===== src/rtl/channel_bank.sv =====
// rtl/channel_bank.sv - sixteen-channel sample register bank with saturating accumulator
// Registered operand reads with write bypass, shifted/saturated accumulator readout, sample output strobe.
module channel_bank #(
    parameter int data_width = 16,
    parameter int full_width = 2 * data_width + 8,
    parameter int n_channels = 16
) (
    input  logic                  clk,
    input  logic                  reset,
    input  logic                  enable,
    input  logic                  sample_tick,
    input  logic [3:0]            channel_write_addr,
    input  logic [data_width-1:0] channel_write_val,
    input  logic                  channel_write_enable,
    input  logic [full_width-1:0] accumulator_write_val,
    input  logic                  accumulator_write_enable,
    input  logic                  accumulator_add_enable,
    input  logic [3:0]            read_addr_a,
    input  logic [3:0]            read_addr_b,
    output logic [data_width-1:0] read_val_a,
    output logic [data_width-1:0] read_val_b,
    input  logic [4:0]            acc_shift,
    output logic [data_width-1:0] acc_read_val,
    input  logic [3:0]            out_channel,
    output logic [data_width-1:0] sample_out,
    output logic                  sample_out_valid
);

    logic [data_width-1:0] chan_q [n_channels];
    logic [full_width-1:0] acc_q, acc_d;
    logic [data_width-1:0] rd_a_q, rd_a_d, rd_b_q, rd_b_d;
    logic [data_width-1:0] acc_rd_q, acc_rd_d;
    logic [data_width-1:0] sample_q;
    logic                  sample_valid_q;

    logic [full_width:0]              acc_sum;
    logic [full_width-1:0]            acc_sat;
    logic signed [full_width-1:0]     acc_shifted;
    logic [full_width-data_width:0]   acc_upper;

    // One guard bit on the sum: guard and MSB disagreeing means the add overflowed.
    always_comb begin
        acc_sum = {acc_q[full_width-1], acc_q}
                + {accumulator_write_val[full_width-1], accumulator_write_val};
        if (acc_sum[full_width] != acc_sum[full_width-1])
            acc_sat = {acc_sum[full_width], {(full_width-1){~acc_sum[full_width]}}};
        else
            acc_sat = acc_sum[full_width-1:0];

        acc_d = acc_q;
        if (accumulator_write_enable)
            acc_d = accumulator_add_enable ? acc_sat : accumulator_write_val;
    end

    // Readout is taken from the next accumulator value so same-cycle updates show through.
    always_comb begin
        acc_shifted = $signed(acc_d) >>> acc_shift;
        acc_upper   = acc_shifted[full_width-1:data_width-1];
        if ((&acc_upper) || !(|acc_upper))
            acc_rd_d = acc_shifted[data_width-1:0];
        else
            acc_rd_d = {acc_shifted[full_width-1], {(data_width-1){~acc_shifted[full_width-1]}}};
    end

    always_comb begin
        rd_a_d = chan_q[read_addr_a];
        rd_b_d = chan_q[read_addr_b];
        if (channel_write_enable && channel_write_addr == read_addr_a)
            rd_a_d = channel_write_val;
        if (channel_write_enable && channel_write_addr == read_addr_b)
            rd_b_d = channel_write_val;
    end

    always_ff @(posedge clk or posedge reset) begin
        if (reset) begin
            for (int i = 0; i < n_channels; i++)
                chan_q[i] <= '0;
            acc_q          <= '0;
            rd_a_q         <= '0;
            rd_b_q         <= '0;
            acc_rd_q       <= '0;
            sample_q       <= '0;
            sample_valid_q <= 1'b0;
        end else begin
            // The strobe must drop even when enable falls right after a tick.
            sample_valid_q <= enable && sample_tick;
            if (enable) begin
                if (channel_write_enable)
                    chan_q[channel_write_addr] <= channel_write_val;
                acc_q    <= acc_d;
                rd_a_q   <= rd_a_d;
                rd_b_q   <= rd_b_d;
                acc_rd_q <= acc_rd_d;
                if (sample_tick)
                    sample_q <= chan_q[out_channel];
            end
        end
    end

    assign read_val_a       = rd_a_q;
    assign read_val_b       = rd_b_q;
    assign acc_read_val     = acc_rd_q;
    assign sample_out       = sample_q;
    assign sample_out_valid = sample_valid_q;

endmodule

===== config.mk =====
export PLATFORM = sky130hd
export DESIGN_NAME = channel_bank
export DESIGN_NICKNAME = d
export VERILOG_FILES = /design/src/rtl/channel_bank.sv
export SDC_FILE = /design/constraint.sdc
export NUM_CORES = 1
export LEC_CHECK = 0
export CAP_MARGIN = 20
export CELL_PAD_IN_SITES_DETAIL_PLACEMENT = 0
export CELL_PAD_IN_SITES_GLOBAL_PLACEMENT = 1
export CORE_MARGIN = 2
export CORE_UTILIZATION = 50
export DETAILED_ROUTE_END_ITERATION = 16
export GPL_TIMING_DRIVEN = 0
export PLACE_DENSITY_LB_ADDON = 0.25
export SLEW_MARGIN = 20
export SYNTH_ARGS = -nofsm -noshare
export SYNTH_HDL_FRONTEND = slang
export SYNTH_SLANG_ARGS = --single-unit
export TNS_END_PERCENT = 50

===== constraint.sdc =====
create_clock -name clk -period 23.6 [get_ports clk]
set_input_delay 5.9 -clock clk [delete_from_list [all_inputs] [get_ports clk]]
set_output_delay 5.9 -clock clk [all_outputs]
set_load 0.005 [all_outputs]

==> PnR_summary.wiki, run 1 <==
{| class="wikitable"
! Metric !! Value
|-
| Highest-delay cell along the critical path || sky130_fd_sc_hd__a211oi_2
|-
| Worst clock skew || 0.0331 ns
|-
| Worst EP required || 24.06 ns
|-
| Critical register-to-register path endpoint || acc_read_val[12]
|-
| Startpoint of the tightest hold check path || acc_read_val[1]
|-
| Worst reg2reg path startpoint || acc_q[0]
|-
| Floorplan Core Area || 52,600 sq um
|-
| Pin count of the biggest net entering global routing || 102
|-
| Kind of cell adding the most delay to the critical path || compound AO/OA/AOI/OAI gates
|-
| Initial Util || 0.505
|-
| Max stage delay on crit path || 0.60 ns
|-
| Startpoint kind of the worst setup timing path || input port
|-
| Post-detailed-route DRC marker count || 0
|-
| Register-to-register setup slack || 16.48 ns
|-
| Endpoint class of the critical path || flip-flop
|-
| Via count of the first global-routing pass || 23,100
|-
| CP arrival || roughly 13 ns
|-
| Clock-pin slew on the worst setup and hold paths || 0.06 ns
|-
| Yosys Warn Count || 0
|-
| Crit path buffers/inverters || 3
|-
| Count of placed standard cells in the final layout, fillers left out || about 3,200
|-
| Hold endpoint || acc_read_val[1]
|-
| Ordered list of cells on the worst path || clkdlybuf4s50_1 -> ha_1 -> inv_1 -> fa_1 -> nand2b_1 -> a21oi_1 -> o21ai_0 -> a21oi_1 -> a221oi_1 -> xnor2_1 -> o41ai_1 -> a211oi_2 -> nor3_1 -> o311ai_1 -> o311ai_1 -> or4b_1 -> or4b_1 -> or4_1 -> buf_2 -> and3_1 -> a311o_1
|-
| Setup CP Type || input port to flip-flop
|-
| CTS root buf || sky130_fd_sc_hd__clkbuf_16
|-
| Number of gates given a new drive strength after cts || 0
|-
| Antenna Violating Nets Remaining || 0
|-
| Total clock sinks || 361
|-
| Final hold violations || 0
|-
| Number of rows in the core area || 84
|-
| Least-Margin Pin Slew || 1.25 ns
|-
| Max Fanout on Critical Path || 7
|-
| Mean routed wirelength per cell || 31.3 microns
|-
| Layout cell share with drive strength beyond 1 || 0.271
|-
| Unrepaired setup endpoints after global routing || no
|-
| Via total after detailed routing || 22,900
|-
| Post-synthesis cell area || 26,500 sq um
|-
| Peak ir drop on the vdd network || 0.0687 mV
|-
| Total GRT Usage || 0.374
|-
| Power density over cell area || 85.5 nW/um^2
|-
| Setup violation total in the final timing report || 0
|-
| Post-CTS repair timing setup buffer count || 0
|-
| Result of the run || finished clean
|-
| Final wirelength || 102 mm
|-
| Normalized max-slew margin || 0.168
|-
| Post-route setup TNS || 0 ns
|-
| Flip-flop cell with the highest count after synthesis || sky130_fd_sc_hd__dfrtp_1
|-
| Class of the worst hold path || flip-flop to flip-flop
|-
| Period minus WS final || between 10 and 15 ns
|-
| Hold-fix buffers at CTS || 0
|-
| Average via count per standard cell || 7.04
|-
| # placed instances || 3,171
|-
| Worst R2R Path Depth || 20
|-
| Seq/Total Area, Yosys || 0.341
|-
| Number of port buffers || between 100 and 150
|-
| Top Ports || 149
|-
| Layout Area Growth over Synthesis || 14.3%
|-
| Number of nets in the layout || 2,653
|-
| H-tree depth || 2
|-
| Synth Register Bits || about 360
|-
| Syn Area/Cell || 11.3 sq um
|-
| HPWL after detailed placement || between 70 and 80 mm
|-
| Fin util || 0.577
|-
| Post-synth EDFFs || 0
|-
| Leakage power total || 12.1 nW
|-
| Number of different library cells in the post-synthesis netlist || 91
|-
| Post-synthesis async set-or-reset flop share || 1.00
|-
| Instance count of the mapped netlist || 2,341
|-
| Clock buffers created by TritonCTS || 42
|-
| Clock latency on the worst-skew pair || 0.60 ns
|-
| Gpl congestion || ~0.97
|-
| Number of DRC violations after detailed-routing iteration 0 || 2,445
|-
| Worst hold path cell count || 2
|-
| Fraction of the cycle the final worst path needs || 0.538
|-
| Area taken by multi-input logic gates || 16,600 sq um
|-
| Number of buffers on the longest clock path || 3
|-
| Max-cap violations || 0
|-
| Full die area || 54,900 sq um
|-
| Combined flip-flop and latch cell area || 9030 sq um
|-
| Layout filler cell count || 4,472
|-
| Post-synthesis net count || 2,466
|-
| Grt total ovfl || 0
|-
| Wire length of the first global-routing pass || 149 mm
|-
| Max Slew Vio Count || 0
|-
| Peak Freq || 0.0788 GHz
|-
| Die H || 234 microns
|-
| Clock tree from TritonCTS || yes
|-
| Iteration count of the initial detailed-routing pass || 6
|-
| Antenna violations before repair || 3
|-
| Die width || 234 microns
|}
==> metal layers <==
metal,GRT usage,wire [microns],share of wire
met2,0.609,48300,0.47
met4,0.231,7420,0.073
met5,0,17,0.00017
met1,0.459,37100,0.36
met3,0.0745,8930,0.088
==> area by class of cell <==
type,instances,area share
buffer,200,0.0265
clock inverter,12,0.00524
multi-input combinational,1745,0.548
inverter,35,0.00458
antenna,1,0.0000825
tap,688,0.0284
sequential,361,0.298
timing repair buffer,143,0.0489
clock buffer,62,0.0408
==> metrics by stage <==
stage                     instance area (sq um)  setup WS [ns]  power (mW)  hold slack, ns
after detailed placement                  28900          10.59        1.91           0.487
after CTS                                 30300          11.18        2.58           0.502
after floorplan                           26500           7.68        1.54           0.476
after global routing                      30300          10.60        2.70           0.518
after global placement                    28700           3.21        1.88           0.471
final                                     30300          10.90        2.59           0.501
==> worst max path at each step <==
stage	from	end	slack [ns]	depth (start not counted)
after global routing	accumulator_write_val[0]	acc_read_val[12]	10.60	21
after global placement	reset	acc_read_val[1]	3.21	2
after floorplan	reset	acc_q[0]	7.68	1
final	accumulator_write_val[0]	acc_read_val[12]	10.90	21
after detailed placement	accumulator_write_val[0]	acc_read_val[12]	10.59	21
after CTS	accumulator_write_val[0]	acc_read_val[12]	11.18	21
==> layout by cell type (no fill, tap or decap), types with 20 or more instances in the layout <==
cell type                         instances
sky130_fd_sc_hd__a211oi_1                34
sky130_fd_sc_hd__a21o_1                  22
sky130_fd_sc_hd__a21oi_1                150
sky130_fd_sc_hd__a31oi_1                 23
sky130_fd_sc_hd__buf_1                   20
sky130_fd_sc_hd__buf_2                   21
sky130_fd_sc_hd__clkbuf_1               158
sky130_fd_sc_hd__clkbuf_16               43
sky130_fd_sc_hd__clkdlybuf4s50_1        132
sky130_fd_sc_hd__dfrtp_1                361
sky130_fd_sc_hd__ha_1                    40
sky130_fd_sc_hd__inv_1                   32
sky130_fd_sc_hd__mux2_2                 295
sky130_fd_sc_hd__mux2i_1                 76
sky130_fd_sc_hd__mux4_2                 253
sky130_fd_sc_hd__nand2_1                149
sky130_fd_sc_hd__nand3_1                 24
sky130_fd_sc_hd__nor2_1                 193
sky130_fd_sc_hd__nor3_1                  23
sky130_fd_sc_hd__o211ai_1                43
sky130_fd_sc_hd__o21ai_0                110
sky130_fd_sc_hd__xnor2_1                 26
==> cells by family after synthesis <==
kind of cell	synth area share
multiplexers	0.369
AO/OA/AOI/OAI	0.148
AND/OR/NAND/NOR	0.0752
flip-flops	0.341
buffers and inverters	0.0343
adder cells (fa/ha/maj)	0.0196
XOR/XNOR	0.0132
==> registers in the layout, indices dropped and copies added, names as in the netlist <==
| signal | cells |
|---|---|
| chan_q | 256 |
| acc_q | 40 |
| acc_read_val | 16 |
| read_val_a | 16 |
| read_val_b | 16 |
| sample_out | 16 |
| sample_out_valid | 1 |
==> where the power goes <==
group          leakage (nW)  internal, mW  switching, mW  total, mW
sequential             4.54         0.748          0.123      0.870
clock                 0.680         0.387          0.282      0.669
combinational          6.84         0.487          0.567       1.05
==> cell usage after synthesis, types with 24 or more instances <==
cell type	n	area, sq um
sky130_fd_sc_hd__dfrtp_1	361	9030
sky130_fd_sc_hd__mux2_2	295	3320
sky130_fd_sc_hd__mux4_2	253	5700
sky130_fd_sc_hd__nor2_1	194	728
sky130_fd_sc_hd__clkbuf_1	153	574
sky130_fd_sc_hd__a21oi_1	150	751
sky130_fd_sc_hd__nand2_1	149	559
sky130_fd_sc_hd__o21ai_0	110	551
sky130_fd_sc_hd__mux2i_1	76	761
sky130_fd_sc_hd__o211ai_1	43	323
sky130_fd_sc_hd__ha_1	40	500
sky130_fd_sc_hd__a211oi_1	35	263
sky130_fd_sc_hd__buf_1	34	128
sky130_fd_sc_hd__inv_1	33	124
sky130_fd_sc_hd__xnor2_1	26	228
sky130_fd_sc_hd__nand3_1	24	120
==> worst min-delay path: stages, from the launching register on <==
cell and delay, ns:
sky130_fd_sc_hd__dfrtp_1 0.34, sky130_fd_sc_hd__nand2_1 0.05, sky130_fd_sc_hd__nand3_1 0.07
Power figures use the tool's default switching activity.
==> run 2, diff against run 1 <==
==> constraint.sdc (replaced) <==
create_clock -name clk -period 13.1 [get_ports clk]
set_input_delay 3.275 -clock clk [delete_from_list [all_inputs] [get_ports clk]]
set_output_delay 3.275 -clock clk [all_outputs]
set_load 0.005 [all_outputs]
==> run 2 against run 1 <==
  * Via count increased by 0.49%
  * Clock skew increased by 0.0042 ns
  * Clock power increased by 84%
  * Die area unchanged
  * First-iteration DRC count increased by 6.0%
  * Combinational power increased by 82%
  * Critical path depth unchanged
  * Routed wire length decreased by 1.0%
  * Register-to-register slack got worse by 11 ns
  * Flip-flop and latch count unchanged
  * Largest cell class unchanged
==> PnR_summary.wiki, run 2 (synthesis gave the netlist of run 1 again) <==
{| class="wikitable"
! Metric !! Value
|-
| Layout Area Growth over Synthesis || 15.2%
|-
| Setup violation total in the final timing report || 0
|-
| Iteration count of the initial detailed-routing pass || 6
|-
| Clock latency on the worst-skew pair || 0.60 ns
|-
| Grt total ovfl || 0
|-
| Setup CP Type || input port to flip-flop
|-
| Kind of cell adding the most delay to the critical path || compound AO/OA/AOI/OAI gates
|-
| Timing startpoint of the critical path || accumulator_write_val[0]
|-
| Max Slew Vio Count || 0
|-
| ANT cells || 0
|-
| Peak Freq || slightly below 0.1 GHz
|-
| Mean routed wirelength per cell || about 31 microns
|-
| Number of DRC violations after detailed-routing iteration 0 || 2,591
|-
| Total clock sinks || between 300 and 400
|-
| Period minus WS final || 10.09 ns
|-
| CP arrival || 10.54 ns
|-
| Fraction of the cycle the final worst path needs || 0.770
|-
| Floorplan Core Area || 52,600 sq um
|-
| Post-detailed-route DRC marker count || 0
|-
| Final wirelength || approximately 100 mm
|-
| Critical register-to-register path endpoint || acc_read_val[13]
|-
| Initial Util || 0.505
|-
| Number of buffers on the longest clock path || 3
|-
| Worst clock skew || 0.0372 ns
|-
| Number of rows in the core area || 84
|-
| Wire length of the first global-routing pass || about 150 mm
|-
| Final hold violations || 0
|-
| Antenna Violating Nets Remaining || 0
|-
| Placed standard-cell area || 29,100 sq um
|-
| Clock tree from TritonCTS || yes
|-
| End of the critical path || acc_read_val[13]
|-
| Layout filler cell count || 4,361
|-
| Worst R2R Path Depth || 20
|-
| Worst EP required || 13.55 ns
|-
| Post-route setup TNS || 0 ns
|-
| Hold-fix buffers at CTS || 0
|-
| CTS root buf || sky130_fd_sc_hd__clkbuf_16
|-
| Number of nets in the layout || 2,663
|-
| Pin count of the biggest net entering global routing || 36
|-
| Power after layout || between 4 and 5 mW
|-
| Power density over cell area || ~150 nW/um^2
|-
| Final instance area || 30,600 sq um
|-
| Average via count per standard cell || 7.06
|-
| Layout cell share with drive strength beyond 1 || 0.274
|-
| Via count of the first global-routing pass || 22,800
|-
| Leakage power total || 12.2 nW
|-
| Total GRT Usage || 0.368
|-
| Startpoint kind of the worst setup timing path || input port
|-
| Max Fanout on Critical Path || 9
|-
| Endpoint class of the critical path || flip-flop
|-
| Normalized max-slew margin || 0.137
|-
| Unrepaired setup endpoints after global routing || no
|-
| Worst reg2reg path startpoint || acc_q[0]
|-
| Top Ports || 149
|-
| Register-to-register setup slack || 5.96 ns
|-
| Crit path buffers/inverters || 3
|-
| Die width || 234 microns
|-
| Logic depth of the worst path, buffers included || 21
|-
| Largest registers || chan_q (256), acc_q (40)
|-
| Largest register FFs || 256
|-
| Highest-delay cell along the critical path || sky130_fd_sc_hd__a311oi_2
|-
| Peak ir drop on the vdd network || 0.123 mV
|-
| Result of the run || finished clean
|-
| Clock buffers created by TritonCTS || 42
|-
| Antenna violations before repair || 0
|-
| Commonest non-fill, non-tap cell in the layout || sky130_fd_sc_hd__dfrtp_1
|-
| Ordered list of cells on the worst path || clkdlybuf4s50_1 -> ha_1 -> inv_1 -> fa_1 -> nand2b_1 -> a21oi_1 -> o21ai_0 -> a21oi_1 -> a221oi_1 -> xnor2_1 -> mux2i_1 -> a311oi_2 -> nand2_1 -> a21boi_0 -> a221oi_1 -> o211ai_1 -> or4b_1 -> or4_1 -> buf_2 -> and3_1 -> a221o_1
|-
| Clock-pin slew on the worst setup and hold paths || roughly 0.06 ns
|-
| Number of gates given a new drive strength after cts || 0
|-
| Via total after detailed routing || 23,000
|-
| Full die area || 54,900 sq um
|-
| Class of the worst hold path || flip-flop to flip-flop
|-
| Register with the most flip-flops || chan_q
|-
| Least-Margin Pin Slew || 1.30 ns
|-
| Gpl congestion || 0.995
|-
| Commonest cells after routing, fill and taps aside || sky130_fd_sc_hd__dfrtp_1 (361), sky130_fd_sc_hd__mux2_2 (295), sky130_fd_sc_hd__mux4_2 (253)
|-
| Die H || 234 microns
|-
| Max-cap violations || 0
|-
| H-tree depth || 2
|-
| Max stage delay on crit path || 1.00 ns
|-
| Number of port buffers || roughly 130
|-
| Post-CTS repair timing setup buffer count || 0
|-
| HPWL after detailed placement || 74.0 mm
|}
[run 2: changes by cell type in the layout (fill, tap and decap cells not counted), moves of 2 or more]
cell / previous run / this run
sky130_fd_sc_hd__buf_12: 0 / 10
sky130_fd_sc_hd__clkbuf_8: 9 / 15
sky130_fd_sc_hd__clkbuf_1: 158 / 154
sky130_fd_sc_hd__buf_1: 20 / 23
sky130_fd_sc_hd__buf_2: 21 / 19
sky130_fd_sc_hd__buf_8: 0 / 2
sky130_fd_sc_hd__clkinv_2: 5 / 3
[run 2: how the worst min path moves through the flow]
stage / end / cells after the start / startpoint
after global routing: sample_out[1] / 1 / sample_out[1]
final: acc_read_val[15] / 2 / acc_read_val[15]
after detailed placement: acc_read_val[15] / 2 / acc_read_val[15]
after floorplan: acc_q[13] / 2 / acc_q[13]
after global placement: acc_read_val[15] / 2 / acc_read_val[15]
after CTS: acc_read_val[15] / 2 / acc_read_val[15]
[run 2: area by class of cell]
class	instances	area, sq um	area share
inverter	35	135	0.00442
timing repair buffer	153	1680	0.0549
buffer	200	798	0.0261
clock buffer	64	1310	0.0427
tap	688	861	0.0282
sequential	361	9030	0.296
clock inverter	9	144	0.00471
multi-input combinational	1745	16600	0.543
[run 2: worst reg2reg max path, cell delays in order, from the launching register on]
cell	delay (ns)
sky130_fd_sc_hd__dfrtp_1	0.38
sky130_fd_sc_hd__ha_1	0.22
sky130_fd_sc_hd__inv_1	0.07
sky130_fd_sc_hd__fa_1	0.38
sky130_fd_sc_hd__nand2b_1	0.21
sky130_fd_sc_hd__a21oi_1	0.42
sky130_fd_sc_hd__o21ai_0	0.32
sky130_fd_sc_hd__a21oi_1	0.49
sky130_fd_sc_hd__a221oi_1	0.20
sky130_fd_sc_hd__xnor2_1	0.32
sky130_fd_sc_hd__mux2i_1	0.14
sky130_fd_sc_hd__a311oi_2	1.00
sky130_fd_sc_hd__nand2_1	0.23
sky130_fd_sc_hd__a21boi_0	0.25
sky130_fd_sc_hd__a221oi_1	0.36
sky130_fd_sc_hd__o211ai_1	0.21
sky130_fd_sc_hd__or4b_1	0.62
sky130_fd_sc_hd__or4_1	0.51
sky130_fd_sc_hd__buf_2	0.17
sky130_fd_sc_hd__and3_1	0.25
sky130_fd_sc_hd__a221o_1	0.29
[run 2: per-layer routing]
| metal | part of all wire | vias up | GRT usage |
|---|---|---|---|
| met5 | 0 | - | 0 |
| met4 | 0.066 | 0 | 0.216 |
| met1 | 0.37 | 11600 | 0.457 |
| met2 | 0.48 | 1422 | 0.604 |
| met3 | 0.088 | 387 | 0.0663 |
| li1 | - | 9544 | - |
[run 2: per-stage QoR]
step | instances | worst slack, ns | hold slack, ns | utilization
2_1_floorplan | 2341 | 4.75 | 0.476 | -
3_3_place_gp | 3161 | 2.48 | 0.472 | 0.546
3_5_place_dp | 3180 | 2.69 | 0.484 | 0.553
4_1_cts | 3253 | 3.29 | 0.497 | 0.581
5_1_grt | 3255 | 2.85 | 0.522 | 0.581
6_report | 3255 | 3.01 | 0.494 | 0.581
[run 2: power by group]
| group | switching (mW) | total (mW) | internal (mW) |
|---|---|---|---|
| Sequential | 0.221 | 1.57 | 1.35 |
| Combinational | 1.02 | 1.91 | 0.883 |
| Clock | 0.503 | 1.23 | 0.729 |
==> run 3, diff against run 2 <==
--- a/config.mk
+++ b/config.mk
@@ -9,7 +9,7 @@
 export CELL_PAD_IN_SITES_DETAIL_PLACEMENT = 0
 export CELL_PAD_IN_SITES_GLOBAL_PLACEMENT = 1
 export CORE_MARGIN = 2
-export CORE_UTILIZATION = 50
+export CORE_UTILIZATION = 45
 export DETAILED_ROUTE_END_ITERATION = 16
 export GPL_TIMING_DRIVEN = 0
 export PLACE_DENSITY_LB_ADDON = 0.25
==> constraint.sdc (replaced) <==
create_clock -name clk -period 9.12 [get_ports clk]
set_input_delay 2.28 -clock clk [delete_from_list [all_inputs] [get_ports clk]]
set_output_delay 2.28 -clock clk [all_outputs]
set_load 0.005 [all_outputs]
==> run 3 against run 2 <==
  * Core utilization down 5.3 points
  * Design area up 0.33%
  * First-iteration DRC count down 13%
  * Clock power up 50%
  * Cell count up 2.4%
  * Critical path depth down 2
  * Setup slack worse by 2.8 ns
  * Clock-buffer cell count down 4
  * Global-route usage down 2.7 points
  * Flip-flop and latch count unchanged
  * Via count down 0.17%
  * Critical endpoint is now acc_read_val[6]
==> PnR_summary.wiki, run 3 (synthesis gave the netlist of run 1 again) <==
{| class="wikitable"
! Metric !! Value
|-
| Result of the run || finished clean
|-
| Worst clock skew || between 0.03 and 0.04 ns
|-
| Initial Util || 0.457
|-
| Worst Hold Slack || 0.507 ns
|-
| Startpoint kind of the worst setup timing path || input port
|-
| Antenna Violating Nets Remaining || 0
|-
| Period minus WS final || a little under 9 ns
|-
| Post-detailed-route DRC marker count || 0
|-
| CP arrival || 9.35 ns
|-
| Largest registers || chan_q (256), acc_q (40)
|-
| Gpl congestion || 0.963
|-
| Power density over cell area || about 220 nW/um^2
|-
| Number of rows in the core area || 88
|-
| Number of DRC violations after detailed-routing iteration 0 || approximately 2,300
|-
| Worst EP required || 9.58 ns
|-
| Final instance area || 30,700 sq um
|-
| Fraction of power consumed by combinational cells || 0.402
|-
| Length of routed met3 wiring || 8.47 mm
|-
| Number of nets in the layout || 2,661
|-
| Top Ports || 149
|-
| Floorplan Core Area || 58,000 sq um
|-
| Fin util || 0.528
|-
| Mean routed wirelength per cell || 31.1 microns
|-
| Clock-pin slew on the worst setup and hold paths || 0.06 ns
|-
| Ordered list of cells on the worst path || clkdlybuf4s50_1 -> ha_1 -> o211ai_1 -> o21ai_0 -> a31oi_1 -> a211oi_1 -> nor3_1 -> nor3b_1 -> a211oi_1 -> o21ai_4 -> o221ai_2 -> o311ai_1 -> o311ai_1 -> or4b_1 -> or4b_1 -> or4_1 -> buf_2 -> and3_1 -> a311o_1
|-
| Full die area || 60,900 sq um
|-
| Setup CP Type || input port to flip-flop
|-
| Total GRT Usage || 0.340
|-
| Crit path buffers/inverters || 2
|-
| H-tree depth || 2
|-
| Final hold violations || 0
|-
| Peak ir drop on the vdd network || 0.177 mV
|-
| Wire length on met2 || 49.9 mm
|-
| Largest register FFs || 256
|-
| Number of port buffers || 132
|-
| Via total after detailed routing || 22,900
|-
| Antenna violations before repair || 2
|-
| Peak Freq || 0.113 GHz
|-
| Commonest non-fill, non-tap cell in the layout || sky130_fd_sc_hd__dfrtp_1
|-
| Clock tree from TritonCTS || yes
|-
| Net switching power figure || approximately 2.5 mW
|-
| Endpoint class of the critical path || flip-flop
|-
| Sequential group share of total power || 0.329
|-
| Wire length of the first global-routing pass || 152 mm
|-
| Total clock sinks || 361
|-
| Fraction of the cycle the final worst path needs || 0.975
|-
| Normalized max-slew margin || 0.175
|-
| Die H || 247 microns
|-
| Pin count of the biggest net entering global routing || 35
|-
| CTS root buf || sky130_fd_sc_hd__clkbuf_16
|-
| Routed metal-1 wire length || 38.9 mm
|-
| Post-layout worst setup margin || 0.232 ns
|-
| Leakage power total || 12.2 nW
|-
| Clock group share of total power || 0.269
|-
| Average via count per standard cell || approximately 7
|-
| Max Slew Vio Count || 0
|-
| Layout Area Growth over Synthesis || 15.6%
|-
| Max stage delay on crit path || 0.77 ns
|-
| Setup Slack @ Placement || -0.299 ns
|-
| Switching share of total power || 0.371
|-
| Setup violation total in the final timing report || 0
|-
| Via count of the first global-routing pass || 23,200
|-
| Internal cell power || around 4.3 mW
|-
| Register-to-register setup slack || 2.06 ns
|-
| Grt total ovfl || 0
|-
| Register with the most flip-flops || chan_q
|-
| Max Fanout on Critical Path || 9
|-
| Least-Margin Pin Slew || 1.23 ns
|-
| Unrepaired setup endpoints after global routing || no
|-
| Die width || 247 microns
|-
| Highest-delay cell along the critical path || sky130_fd_sc_hd__a211oi_1
|-
| Clock latency on the worst-skew pair || 0.61 ns
|-
| Class of the worst hold path || flip-flop to flip-flop
|-
| Iteration count of the initial detailed-routing pass || 6
|-
| Kind of cell adding the most delay to the critical path || compound AO/OA/AOI/OAI gates
|-
| Highest routed layer || met5
|-
| Commonest cells after routing, fill and taps aside || sky130_fd_sc_hd__dfrtp_1 (361), sky130_fd_sc_hd__mux2_2 (295), sky130_fd_sc_hd__mux4_2 (253)
|-
| Final wirelength || just over 100 mm
|-
| Layout cell share with drive strength beyond 1 || 0.275
|-
| Clock buffers created by TritonCTS || 42
|-
| HPWL after detailed placement || 76.6 mm
|-
| Max-cap violations || 0
|-
| Number of buffers on the longest clock path || 3
|-
| Placed standard-cell area || roughly 29,000 sq um
|}
## run 3: worst reg2reg max path, cell delays in order (launching register included)
cell,delay [ns]
sky130_fd_sc_hd__dfrtp_1,0.44
sky130_fd_sc_hd__ha_1,0.30
sky130_fd_sc_hd__clkbuf_1,0.36
sky130_fd_sc_hd__nand3_1,0.27
sky130_fd_sc_hd__or3_1,0.48
sky130_fd_sc_hd__a211oi_1,0.67
sky130_fd_sc_hd__nor3_1,0.15
sky130_fd_sc_hd__nor3b_1,0.54
sky130_fd_sc_hd__a211oi_1,0.15
sky130_fd_sc_hd__o21ai_4,0.34
sky130_fd_sc_hd__o221ai_2,0.19
sky130_fd_sc_hd__o311ai_1,0.47
sky130_fd_sc_hd__o311ai_1,0.25
sky130_fd_sc_hd__or4b_1,0.54
sky130_fd_sc_hd__or4b_1,0.53
sky130_fd_sc_hd__or4_1,0.52
sky130_fd_sc_hd__buf_2,0.18
sky130_fd_sc_hd__and3_1,0.26
sky130_fd_sc_hd__a311o_1,0.29
## run 3: path summary, 6_finish.rpt
kind | cells after the start | end | from
worst max-delay path | 19 | acc_read_val[6] | accumulator_write_val[2]
worst min-delay path | 1 | sample_out[0] | sample_out[0]
worst max register to register | 18 | acc_read_val[6] | acc_q[32]
worst min register to register | 1 | sample_out[0] | sample_out[0]
max in group asynchronous | 5 | acc_read_val[11] | reset
min in group asynchronous | 2 | chan_q[206] | reset
## run 3: power groups by stage
stage          Sequential, mW  Clock [mW]  Combinational [mW]
2_1_floorplan            2.16           0                1.83
3_3_place_gp             2.23           0                2.65
3_5_place_dp             2.26           0                2.69
4_1_cts                  2.24        1.85                2.70
5_1_grt                  2.29        1.91                2.93
6_report                 2.25        1.84                2.75
## run 3: what timing repair did
action	4_1_cts	5_1_grt
setup buffers	0	1
hold buffers	0	0
resized for setup	0	2
endpoints found under the setup margin	0	14
## run 3: layout make-up
type	count	area [sq um]
Multi-Input combinational cell	1745	16600
Antenna cell	1	2.50
Timing Repair Buffer	151	1620
Sequential cell	361	9030
Tap cell	765	957
Fill cell	5045	27400
Inverter	35	135
Clock inverter	14	254
Buffer	200	803
Clock buffer	60	1240
## run 3: per-layer routing
layer  GRT usage  up-vias
li1            -     9553
met1       0.423    11700
met2       0.559     1293
met3      0.0651      379
met4       0.191        2
met5           0        -
## run 3: metrics by stage
step / setup TNS (ns) / total power, mW / cells
3_5_place_dp: -2.20 / 4.95 / 3255
5_1_grt: 0 / 7.12 / 3332
4_1_cts: 0 / 6.79 / 3329
3_3_place_gp: -161.71 / 4.88 / 3238
6_report: 0 / 6.83 / 3332
2_1_floorplan: 0 / 3.99 / 2341
